[src/rtl/subtractor_pkg.sv]
// Shared widths, latency and overflow bit positions for the pipelined subtractor,
// plus the packed layouts of its two stage registers.
package subtractor_pkg;

  localparam int DATA_W      = 32;
  localparam int HALF_W      = 16;
  localparam int SUB_LAT     = 2;
  localparam int OF_SIGNED   = 1;
  localparam int OF_UNSIGNED = 0;

  // Stage 1: low-half difference with its borrow in the MSB, raw upper halves.
  typedef struct packed {
    logic [HALF_W:0]   lo_diff;
    logic [HALF_W-1:0] a_up;
    logic [HALF_W-1:0] b_up;
    logic              valid;
  } stage1_t;

  // Stage 2: final halves; up[HALF_W] is the full 32-bit unsigned borrow.
  typedef struct packed {
    logic [HALF_W-1:0] lo;
    logic [HALF_W:0]   up;
    logic              a31;
    logic              b31;
    logic              valid;
  } stage2_t;

endpackage

[src/rtl/subtractor_sub16_bw.sv]
// 16-bit subtract with borrow-in; diff[16] is the borrow-out.
module sub16_bw
  import subtractor_pkg::*;
(
  input  logic [HALF_W-1:0] a,
  input  logic [HALF_W-1:0] b,
  input  logic              borrow_in,
  output logic [HALF_W:0]   diff
);

  // Zero-extended subtraction: a negative result wraps and sets the top bit.
  assign diff = {1'b0, a} - {1'b0, b} - {{HALF_W{1'b0}}, borrow_in};

endmodule

[src/rtl/subtractor.sv]
// Two-stage 32-bit subtractor: low half in stage 1, high half with the carried
// borrow in stage 2. All state lives here; sub16_bw is purely combinational.
module subtractor
  import subtractor_pkg::*;
(
  input  logic              clk,
  input  logic              rst_n,
  input  logic [DATA_W-1:0] in1,
  input  logic [DATA_W-1:0] in2,
  input  logic              valid_in,
  input  logic              enable,
  input  logic              clear,
  output logic [DATA_W-1:0] out,
  output logic [1:0]        overflow,
  output logic              valid_out
);

  // Valid semantics: there is no backpressure. valid_in is captured on every
  // enabled edge alongside the data and travels with it; valid_out marks the
  // cycle whose out/overflow belong to an accepted operand pair. enable=0
  // freezes everything, valid bits included.

  stage1_t s1_q, s1_d;
  stage2_t s2_q, s2_d;

  logic [HALF_W:0] lo_res;
  logic [HALF_W:0] up_res;

  sub16_bw u_sub_lo (
    .a         (in1[HALF_W-1:0]),
    .b         (in2[HALF_W-1:0]),
    .borrow_in (1'b0),
    .diff      (lo_res)
  );

  sub16_bw u_sub_hi (
    .a         (s1_q.a_up),
    .b         (s1_q.b_up),
    .borrow_in (s1_q.lo_diff[HALF_W]),
    .diff      (up_res)
  );

  always_comb begin
    s1_d         = '0;
    s1_d.lo_diff = lo_res;
    s1_d.a_up    = in1[DATA_W-1:HALF_W];
    s1_d.b_up    = in2[DATA_W-1:HALF_W];
    s1_d.valid   = valid_in;

    s2_d         = '0;
    s2_d.lo      = s1_q.lo_diff[HALF_W-1:0];
    s2_d.up      = up_res;
    s2_d.a31     = s1_q.a_up[HALF_W-1];
    s2_d.b31     = s1_q.b_up[HALF_W-1];
    s2_d.valid   = s1_q.valid;
  end

  // The stage-1 borrow is held in s1_q.lo_diff, so a stall cannot lose it.
  always_ff @(posedge clk or negedge rst_n) begin
    if (!rst_n) begin
      s1_q <= '0;
      s2_q <= '0;
    end else if (enable) begin
      if (clear) begin
        s1_q <= '0;
        s2_q <= '0;
      end else begin
        s1_q <= s1_d;
        s2_q <= s2_d;
      end
    end
  end

  assign out       = {s2_q.up[HALF_W-1:0], s2_q.lo};
  assign valid_out = s2_q.valid;

  always_comb begin
    overflow              = '0;
    overflow[OF_UNSIGNED] = s2_q.up[HALF_W];
    overflow[OF_SIGNED]   = (s2_q.a31 != s2_q.b31) && (out[DATA_W-1] != s2_q.a31);
  end

endmodule

[config.mk]
export PLATFORM = sky130hd
export DESIGN_NAME = subtractor
export DESIGN_NICKNAME = d
export VERILOG_FILES = /design/src/rtl/subtractor_pkg.sv /design/src/rtl/subtractor_sub16_bw.sv /design/src/rtl/subtractor.sv
export SDC_FILE = /design/constraint.sdc
export NUM_CORES = 1
export LEC_CHECK = 0
export BUFFER_PORTS_ARGS = -buffer_cell sky130_fd_sc_hd__buf_2
export CAP_MARGIN = 15
export CORE_UTILIZATION = 56
export CTS_CLUSTER_DIAMETER = 80
export DETAILED_ROUTE_END_ITERATION = 6
export PLACE_DENSITY = 0.81
export SETUP_SLACK_MARGIN = 0.1
export SKIP_CTS_REPAIR_TIMING = 1
export SYNTH_ARGS = -nofsm -noshare
export SYNTH_HDL_FRONTEND = slang
export SYNTH_SLANG_ARGS = --single-unit
export TNS_END_PERCENT = 20
[constraint.sdc]
create_clock -name clk -period 3.3 [get_ports clk]
set_clock_uncertainty 0.2 [all_clocks]
set_input_delay 0.825 -clock clk [delete_from_list [all_inputs] [get_ports clk]]
set_output_delay 0.825 -clock clk [all_outputs]
set_load 0.005 [all_outputs]
==> summary.md, run 1 <==
| Metric | Value |
|---|---|
| Area delta synth->final | 10.4% |
| Slew margin rel. | 54.2% |
| Post-synth EDFFs | 0 |
| Launch point of the worst reg-to-reg path | s1_q[1]$_DFFE_PN0P_ |
| Vias | 4267 |
| Mapped Cells | 579 |
| Initial Utilization | 58.5% |
| Maximum clock rate | 344 MHz |
| Slew @ Worst Pin | 684 ps |
| Setup TNS | 0 ps |
| Core ar. | 9330 um^2 |
| Ys Warns | 0 |
| Final nets | 757 |
| Largest net degree at the start of global routing | 62 |
| Final ANT Viol Nets | 0 |
| P_leak | 3.04 nW |
| CP delay by family, top | compound AO/OA/AOI/OAI gates |
| Seq/Total Area, Yosys | 39.5% |
| Largest family of logic cells by synthesized area | compound AO/OA/AOI/OAI gates |
| Die X | 101 um |
| Tot GR Track Use | 23.4% |
| Clock Latency Late Sink | 370 ps |
| Crit. Startpoint | s1_q[1]$_DFFE_PN0P_ |
| # DRC | 0 |
| Pwr Density | 480 nW/um^2 |
| Synth async-reset ratio | 100% |
| Mux cell area share after synthesis | 0.367% |
| Yosys reg bits | 86 |
| Cell taking the most area after synthesis | dfrtp_1 |
| Synthesized Nets | 697 |
| Area contributors post-synth | dfrtp_1 39%, ha_1 11%, inv_1 5.2% |
| CP Data Arrival Time | 2950 ps |
| Worst reg2reg path depth | 10 |
| # diodes | 0 |
| Hold Crit Class | in -> async |
| Compound-gate portion of the synthesized area | 21.3% |
| Period utilisation layout | 88.0% |
| Layout cells sized above 1 | 25.3% |
| RePlAce Congestion | 0.935 |
| Clock sinks | 86 |
| Row cnt | 35 |
| Slowest stage delay, CP | 550 ps |
| Slowest CP cell | fa_1 |
| Layout Cells excl Fill | 773 |
| Pre-antenna DRT Iters | 5 |
| Reg2reg setup slack | 400 ps |
| RSZ-0062 raised after global routing | no |
| Post-synth cell types | 59 |
| Num CTS Buffers | 9 |
| WL per Instance | 14.5 um |
| Status | finished clean |
| Critical Path, Cell by Cell | inv_1 > fa_1 > inv_1 > ha_1 > o21a_1 > o21ai_0 > o2bb2ai_2 > nor3_1 > o2111a_1 > or3b_1 |
| Port Buffers | 103 |
| Final Setup Violations | 0 |
| Top-area cell type share of the netlist area | 39.5% |
| Clk root buf | clkbuf_8 |
| WP buf/inv | 2 |
| Synth Area in Simple Gates | 11.9% |
| HPWL after detailed placement | 8200 um |
| Synth Area in XOR/XNOR | 3.53% |
| Fin crit period | 2900 ps |
| I/O pin total | 104 |
| Total gr overflow | 0 |
| Cell Area, Synth | 5450 um^2 |
| DR vias/cell | 5.52 |
| Longest Clk Path Bufs | 2 |
| Final hold viol count | 0 |
| Worst Path Required | 3350 ps |
| Die area | 10100 um^2 |
| Peak supply drop | 203 uV |
| CP dominant cell by count | inv_1 |
| Final max-slew violation count | 0 |
| CTS tree | built |
| R2r endpoint | out[31]$_DFFE_PN0P_ |
| Post-Synth Adder-Cell Area | 11.7% |
| Post-Syn Area per Cell | 9.42 um^2 |
| Worst setup path end | out[31]$_DFFE_PN0P_ |
| Initial antenna violation count | 0 |
| Category of the most critical setup path | reg -> reg |
| Crit path depth | 10 |
| Area of the multi-input gates | 2660 um^2 |
| Max cap viols | 0 |
| Hold WS | 209 ps |
| CTS H-tree lvls | 3 |
| Vias in the first global route | 4078 |
| Die Height | 101 um |
| CP startpoint kind | register |
| Reg area | 2150 um^2 |
| Crit. End Element | register |
| DR iter-0 viols | 165 |
| Final wirelength | 11200 um |
| Clock Pin Slew Worst Setup and Hold Paths | 90 ps |
| Main synth FF type | dfrtp_1 |
| Crit path max fanout | 5 |
| Fillers | 797 |
| Dpl cells | 757 |
| First-pass GRT wire length | 18600 um |
## cells in the final DEF (no fill, tap or decap), types with 3 or more instances in the layout
cell	netlist	routed
a211oi_1	4	4
a21o_1	3	3
a21oi_1	25	25
a22o_1	15	15
a22oi_1	3	3
a31o_2	29	29
and3_1	3	3
buf_2	2	102
buf_4	33	7
clkbuf_8	0	9
dfrtp_1	86	86
fa_1	3	3
ha_1	46	46
inv_1	75	75
inv_6	0	4
nand2_1	29	29
nand2b_1	5	5
nand3_1	29	29
nand4_1	3	3
nor2_1	10	10
nor2b_1	28	28
nor3_1	6	6
o211ai_1	4	4
o21a_1	4	4
o21ai_0	34	34
o21bai_1	3	3
o2bb2ai_1	6	6
o31ai_1	11	11
xnor2_1	15	15
xor2_1	7	7
## Yosys cell counts, types with 2 or more instances
cell and count:
a211oi_1 4, a32o_1 2, o21ai_0 34, dfrtp_1 86
o21a_1 4, nand4_1 3, buf_4 33, o211ai_1 4
nand2b_1 5, nor2_1 10, buf_1 4, nand2_1 29
buf_2 2, ha_1 46, a21oi_1 25, nand3b_1 2
nand3_1 29, a21o_1 3, inv_1 75, xnor2_1 15
clkbuf_1 22, o31ai_1 11, a22oi_1 3, nor3_1 6
o2bb2ai_1 6, mux2i_1 2, a31o_2 29, a22o_1 15
nor2b_1 28, and3_1 3, o21bai_1 3, xor2_1 7
fa_1 3
## cells by family after synthesis
group                    after synthesis
buffers and inverters                137
flip-flops                            86
XOR/XNOR                              22
AO/OA/AOI/OAI                        160
multiplexers                           2
AND/OR/NAND/NOR                      123
adder cells (fa/ha/maj)               49
## worst register-to-register path, cell delays in order, from the launching register on
cell,delay (ps)
dfrtp_1,340
inv_1,60
fa_1,550
inv_1,50
ha_1,170
o21a_1,190
o21ai_0,310
o2bb2ai_2,220
nor3_1,110
o2111a_1,230
or3b_1,360
## flip-flops by register name, summed over array words and instances (netlist names)
| register | count |
|---|---|
| out | 32 |
| s2_q | 2 |
| s1_q | 50 |
| overflow | 1 |
| valid_out | 1 |
## how the worst min path moves through the flow
stage | from | endpoint | slack (ps) | cells after the start
after floorplan | s1_q[33]$_DFFE_PN0P_ | s1_q[33]$_DFFE_PN0P_ | 250 | 2
after global routing | rst_n | s1_q[30]$_DFFE_PN0P_ | 250 | 1
final | rst_n | s1_q[30]$_DFFE_PN0P_ | 210 | 1
after CTS | rst_n | s1_q[14]$_DFFE_PN0P_ | 230 | 1
after detailed placement | out[15]$_DFFE_PN0P_ | out[15]$_DFFE_PN0P_ | 260 | 2
after global placement | valid_out$_DFFE_PN0P_ | valid_out$_DFFE_PN0P_ | 260 | 2
## layout make-up
type	count	area share, %
clock buffer	9	2.06
clock inverter	7	0.914
inverter	76	4.74
timing repair buffer	110	9.68
tap	129	2.68
sequential	86	35.7
multi-input combinational	356	44.2
## power breakdown
part           leakage (nW)  switching (W)  internal, W
logic                  1.83       0.000510     0.000428
registers              1.13      0.0000794      0.00119
clock network        0.0870       0.000403     0.000282
total                  3.04       0.000993      0.00190
## per-stage QoR
stage / area (um^2) / util [%] / setup WS [ps] / total power, W
3_5_place_dp: 5840 / 62.6 / 141 / 0.00222
2_1_floorplan: 5450 / - / 446 / 0.00201
5_1_grt: 6020 / 64.6 / 224 / 0.00308
6_report: 6020 / 64.6 / 395 / 0.00289
3_3_place_gp: 5840 / 62.6 / 193 / 0.00218
4_1_cts: 6020 / 64.6 / 377 / 0.00290
## routing by layer
metal,share of wire (%),vias up,GRT usage (%),wire length (um)
li1,-,2101,-,-
met5,0,-,0,0
met3,4.7,23,3.88,530
met4,2.2,0,8.92,250
met1,43,2012,29.3,4860
met2,50,131,40.5,5560
(Power assumes the default switching activity.)
==> inputs of run 2 (changes only) <==
--- a/config.mk
+++ b/config.mk
@@ -7,13 +7,14 @@
 export LEC_CHECK = 0
 export BUFFER_PORTS_ARGS = -buffer_cell sky130_fd_sc_hd__buf_2
 export CAP_MARGIN = 15
-export CORE_UTILIZATION = 56
+export CORE_UTILIZATION = 58
 export CTS_CLUSTER_DIAMETER = 80
 export DETAILED_ROUTE_END_ITERATION = 6
-export PLACE_DENSITY = 0.81
+export PLACE_DENSITY = 0.82
 export SETUP_SLACK_MARGIN = 0.1
 export SKIP_CTS_REPAIR_TIMING = 1
 export SYNTH_ARGS = -nofsm -noshare
 export SYNTH_HDL_FRONTEND = slang
+export SYNTH_HIERARCHICAL = 1
 export SYNTH_SLANG_ARGS = --single-unit
 export TNS_END_PERCENT = 20
==> run 2 against run 1 <==
  * Core utilization decreased by 0.62 points
  * Critical path depth unchanged
  * Combinational power increased by 32%
  * Clock-buffer cell count increased by 1
  * Worst setup slack got worse by 22 ps
==> summary.md, run 2 <==
| Metric | Value |
|---|---|
| Max reg flops | 50 |
| Area contributors post-synth | dfrtp_1 33%, ha_1 12%, inv_1 11% |
| CP Data Arrival Time | 2960 ps |
| Die Height | 107 um |
| Most common cell after layout, fill and taps aside | inv_1 |
| Most frequent cells after synthesis | 188 x inv_1, 89 x nand3b_1, 86 x dfrtp_1, 81 x o21ai_0, 60 x ha_1 |
| Launch point of the worst reg-to-reg path | s1_q[17]$_DFFE_PN0P_ |
| RSZ-0062 raised after global routing | no |
| Final ANT Viol Nets | 0 |
| DR vias/cell | 5.30 |
| Vias | 5045 |
| Fin crit period | 2930 ps |
| Crit path max fanout | 4 |
| Ys Warns | 6 |
| Tot GR Track Use | 22.5% |
| Clock Pin Slew Worst Setup and Hold Paths | 80 ps |
| # DRC | 0 |
| RePlAce Congestion | 0.953 |
| Post-Syn Area per Cell | 8.55 um^2 |
| CTS tree | built |
| Synthesized Nets | 887 |
| Top-area cell type share of the netlist area | 33.4% |
| I/O pin total | 104 |
| Cell taking the most area after synthesis | dfrtp_1 |
| Commonest cells after routing, fill and taps aside | 188 x inv_1, 101 x buf_2, 89 x nand3b_1 |
| Yosys reg bits | 86 |
| R2r endpoint | out[31]$_DFFE_PN0P_ |
| Final max-slew violation count | 0 |
| Reg2reg setup slack | 370 ps |
| Maximum clock rate | 342 MHz |
| Dpl cells | 938 |
| Slew margin rel. | 52.1% |
| Synth async-reset ratio | 100% |
| Status | finished clean |
| Worst reg2reg path depth | 10 |
| Largest Register | s1_q |
| Most frequent cell after synthesis | inv_1 |
| DR iter-0 viols | 251 |
| Num CTS Buffers | 9 |
| WL per Instance | 12.9 um |
| Row cnt | 38 |
| Total gr overflow | 0 |
| Initial Utilization | 59.5% |
| Seq/Total Area, Yosys | 33.4% |
| Core ar. | 10800 um^2 |
| # diodes | 0 |
| Placed inst area | 6750 um^2 |
| Die area | 11500 um^2 |
| Die X | 107 um |
| Mapped Cells | 754 |
| Initial antenna violation count | 0 |
| Final nets | 942 |
| Longest Clk Path Bufs | 2 |
| Worst Path Required | 3330 ps |
| Cell Area, Synth | 6450 um^2 |
| Area delta synth->final | 7.49% |
| Vias in the first global route | 4786 |
| Hold Crit Class | in -> async |
| Peak supply drop | 247 uV |
| Layout cells sized above 1 | 17.2% |
| First-pass GRT wire length | 20900 um |
| Max cap viols | 0 |
| Largest net degree at the start of global routing | 91 |
| Setup TNS | 0 ps |
| Slew @ Worst Pin | 718 ps |
| Layout Cells excl Fill | 952 |
| Clock sinks | 86 |
| CP startpoint kind | register |
| Final Setup Violations | 0 |
| Utilization after layout | 63.9% |
| Pwr Density | 470 nW/um^2 |
| Post-synth cell types | 62 |
| Pre-antenna DRT Iters | 4 |
| Clk root buf | clkbuf_8 |
| Final hold viol count | 0 |
| Final instance area | 6930 um^2 |
| Period utilisation layout | 88.7% |
| P_leak | 3.47 nW |
| Main synth FF type | dfrtp_1 |
| CTS H-tree lvls | 3 |
| Post-synth EDFFs | 0 |
| Category of the most critical setup path | reg -> reg |
| Final wirelength | 12300 um |
| Port Buffers | 103 |
| HPWL after detailed placement | 8880 um |
| Crit. End Element | register |
| Clock Latency Late Sink | 360 ps |
-- run 2: how the worst max path moves through the flow --
| stage | from | to | cells after the start | slack (ps) |
|---|---|---|---|---|
| detailed placement | in1[0] | s1_q[44]$_DFFE_PN0P_ | 11 | -8 |
| global placement | in1[0] | s1_q[46]$_DFFE_PN0P_ | 11 | 110 |
| global route | s1_q[17]$_DFFE_PN0P_ | out[29]$_DFFE_PN0P_ | 10 | 220 |
| floorplan | in2[0] | s1_q[49]$_DFFE_PN0P_ | 11 | 370 |
| finish | s1_q[17]$_DFFE_PN0P_ | out[31]$_DFFE_PN0P_ | 10 | 370 |
| CTS | s1_q[17]$_DFFE_PN0P_ | out[31]$_DFFE_PN0P_ | 10 | 380 |
-- run 2: cell type report --
class	count	area [um^2]
clock buffer	10	138
clock inverter	4	48.8
fill	937	3910
inverter	188	706
multi-input combinational	415	3120
sequential	86	2150
tap	140	175
timing repair buffer	109	591
-- run 2: cell families (layout without fill, tap and decap cells) --
family | after synthesis | in the layout | synth area share (%)
compound gates | 167 | 167 | 15.9
xor+xnor | 25 | 25 | 3.40
fa+ha+maj | 64 | 64 | 12.9
buf+inv | 253 | 311 | 18.2
flops | 86 | 86 | 33.4
mux | 2 | 2 | 0.310
other cells | 1 | 1 | 0.0582
simple gates | 156 | 156 | 15.8
-- run 2: per-layer routing --
| layer | global-route usage [%] | vias up | wire length (um) |
|---|---|---|---|
| met5 | 0 | - | 0 |
| met4 | 12.1 | 0 | 443 |
| met3 | 2.54 | 37 | 436 |
| met2 | 38.2 | 150 | 5930 |
| met1 | 28.0 | 2321 | 5480 |
| li1 | - | 2537 | - |
-- run 2: report_power, final --
part           switching [W]  leakage, nW  internal, W
clock network       0.000370       0.0980     0.000361
registers          0.0000866         1.13      0.00120
logic               0.000687         2.24     0.000552
total                0.00114         3.47      0.00212
-- run 2: stage by stage --
| stage | hold slack, ps | setup slack [ps] | total power [W] |
|---|---|---|---|
| 6_report | 227 | 373 | 0.00326 |
| 4_1_cts | 238 | 377 | 0.00327 |
| 5_1_grt | 264 | 218 | 0.00350 |
| 2_1_floorplan | 277 | 366 | 0.00230 |
| 3_3_place_gp | 289 | 109 | 0.00248 |
| 3_5_place_dp | 301 | -7.80 | 0.00253 |
-- run 2: critical path, stage by stage, from the launching register on --
cell and delay [ps]:
dfrtp_1 410, fa_1 570, inv_1 50, ha_1 160
o21ai_0 320, nand2_1 180, and3_2 290, a2111oi_2 360
a311oi_1 90, nand3b_1 100, o21ai_0 70
==> inputs of run 3 (changes only) <==
--- a/config.mk
+++ b/config.mk
@@ -7,10 +7,10 @@
 export LEC_CHECK = 0
 export BUFFER_PORTS_ARGS = -buffer_cell sky130_fd_sc_hd__buf_2
 export CAP_MARGIN = 15
-export CORE_UTILIZATION = 58
+export CORE_UTILIZATION = 52
 export CTS_CLUSTER_DIAMETER = 80
 export DETAILED_ROUTE_END_ITERATION = 6
-export PLACE_DENSITY = 0.82
+export PLACE_DENSITY = 0.74
 export SETUP_SLACK_MARGIN = 0.1
 export SKIP_CTS_REPAIR_TIMING = 1
 export SYNTH_ARGS = -nofsm -noshare
==> run 3 against run 2 <==
  * Hold slack better by 40 ps
  * Critical path depth up 1
  * Register-to-register slack better by 20 ps
  * Non-clock buffer count unchanged
  * Power up 8.6%
  * Cell area up 2.3%
  * Combinational power about the same
  * Critical path type is now in -> reg
==> summary.md, run 3 (synthesized netlist as in run 2, its figures left out) <==
| Metric | Value |
|---|---|
| DR iter-0 viols | 239 |
| Critical Path, Cell by Cell | buf_2 > fa_1 > inv_1 > ha_1 > o21ai_0 > a221oi_1 > o21ai_1 > o21ai_1 > xor2_1 > nand3b_1 > o21ai_0 |
| DR vias/cell | 5.04 |
| Fillers | 1079 |
| Crit. End Element | register |
| RSZ-0062 raised after global routing | no |
| Largest net degree at the start of global routing | 72 |
| Longest Clk Path Bufs | 2 |
| Area of the multi-input gates | 3120 um^2 |
| Num CTS Buffers | 9 |
| Die Height | 113 um |
| Slew @ Worst Pin | 619 ps |
| Total gr overflow | 0 |
| Vias in the first global route | 4766 |
| RePlAce Congestion | 0.927 |
| Final nets | 942 |
| # diodes | 0 |
| Pre-antenna DRT Iters | 4 |
| Busiest grt layer | met2 |
| Setup TNS | 0 ps |
| Reg area | 2150 um^2 |
| Clk root buf | clkbuf_16 |
| Max cap viols | 0 |
| HPWL after detailed placement | 8830 um |
| CP Data Arrival Time | 2920 ps |
| WP buf/inv | 2 |
| Die X | 113 um |
| Initial antenna violation count | 0 |
| Final hold viol count | 0 |
| Fin crit period | 2930 ps |
| Worst Path Required | 3300 ps |
| Period utilisation layout | 88.6% |
| Most common cell after layout, fill and taps aside | inv_1 |
| Clock Latency Late Sink | 340 ps |
| Pwr Density | 499 nW/um^2 |
| Hold Crit Class | in -> async |
| Core ar. | 12100 um^2 |
| Crit path max fanout | 3 |
| Category of the most critical setup path | in -> reg |
| Maximum clock rate | 342 MHz |
| Status | finished clean |
| Vias | 4953 |
| Row cnt | 40 |
| Final Setup Violations | 0 |
| Tot GR Track Use | 20.2% |
| CP startpoint kind | input port |
| I/O pin total | 104 |
| Crit. Startpoint | in1[0] |
| CP delay by family, top | compound AO/OA/AOI/OAI gates |
| Slowest stage delay, CP | 550 ps |
| Met1 Usage GRT | 25.4% |
| Layout Cells excl Fill | 982 |
| WL per Instance | 12.3 um |
| Max reg flops | 50 |
| Final ANT Viol Nets | 0 |
| First-pass GRT wire length | 21100 um |
| Clock Pin Slew Worst Setup and Hold Paths | 60 ps |
| CTS H-tree lvls | 3 |
| Layout cells sized above 1 | 17.3% |
| Initial Utilization | 53.5% |
| Commonest cells after routing, fill and taps aside | 188 x inv_1, 101 x buf_2, 89 x nand3b_1 |
| Final max-slew violation count | 0 |
| Peak supply drop | 265 uV |
| CTS tree | built |
| Launch point of the worst reg-to-reg path | s1_q[17]$_DFFE_PN0P_ |
| GR Util met2 | 34.8% |
| # DRC | 0 |
| Slowest CP cell | fa_1 |
| Largest Register | s1_q |
| Area delta synth->final | 9.97% |
| Met3 Track Usage GR | 2.30% |
| Clock sinks | 86 |
| Dpl cells | 966 |
| P_leak | 3.52 nW |
| Final wirelength | 12100 um |
| Port Buffers | 103 |
| Slew margin rel. | 58.7% |
| Die area | 12900 um^2 |
run 3: cell count changes in the layout (fill, tap and decap cells not counted):
cell,before,now
buf_12,2,3
buf_4,6,5
clkbuf_1,0,1
clkbuf_16,0,9
clkbuf_8,10,1
clkinv_4,1,0
clkinvlp_4,0,1
inv_6,0,1
run 3: final timing paths:
| path | endpoint | slack [ps] | depth (start not counted) |
|---|---|---|---|
| max | s1_q[46]$_DFFE_PN0P_ | 370 | 11 |
| min in group clk | out[4]$_DFFE_PN0P_ | 310 | 2 |
| min reg2reg | out[4]$_DFFE_PN0P_ | 310 | 2 |
| min | out[30]$_DFFE_PN0P_ | 270 | 1 |
| max in group asynchronous | out[13]$_DFFE_PN0P_ | 2010 | 2 |
| max reg2reg | out[31]$_DFFE_PN0P_ | 390 | 10 |
run 3: through the flow:
step	area [um^2]	total power (W)	hold WS, ps	worst slack (ps)	util [%]
finish	7090	0.00354	267	375	58.8
global route	7090	0.00380	307	125	58.8
global placement	6790	0.00248	289	84.8	56.3
floorplan	6450	0.00230	277	366	-
detailed placement	6790	0.00253	299	30.9	56.3
CTS	7090	0.00358	280	392	58.8
run 3: final cells by class:
| class | instances | area share [%] |
|---|---|---|
| Timing Repair Buffer | 109 | 8.50 |
| Clock buffer | 11 | 3.42 |
| Multi-Input combinational cell | 415 | 44.0 |
| Inverter | 188 | 9.95 |
| Clock inverter | 5 | 0.794 |
| Tap cell | 168 | 2.96 |
| Sequential cell | 86 | 30.3 |
run 3: report_power, final:
part           internal, W  leakage, nW  switching, W
Sequential         0.00121         1.13     0.0000884
Combinational     0.000553         2.25      0.000679
Clock             0.000607        0.146      0.000406
Total              0.00237         3.52       0.00117
run 3: worst register-to-register path, cell delays in order, from the launching register on:
cell and delay [ps]:
dfrtp_1 400, fa_1 580, inv_1 50, ha_1 160, o21ai_0 300, nand2_1 170, and3_2 290, a2111oi_2 370
a311oi_1 100, nand3b_1 90, o21ai_0 70
run 3: layer usage:
metal | part of all wire, % | routed length [um] | vias up
li1 | - | - | 2537
met5 | 0 | 0 | -
met3 | 3.1 | 379 | 22
met1 | 46 | 5600 | 2281
met4 | 2.4 | 293 | 0
met2 | 48 | 5800 | 113
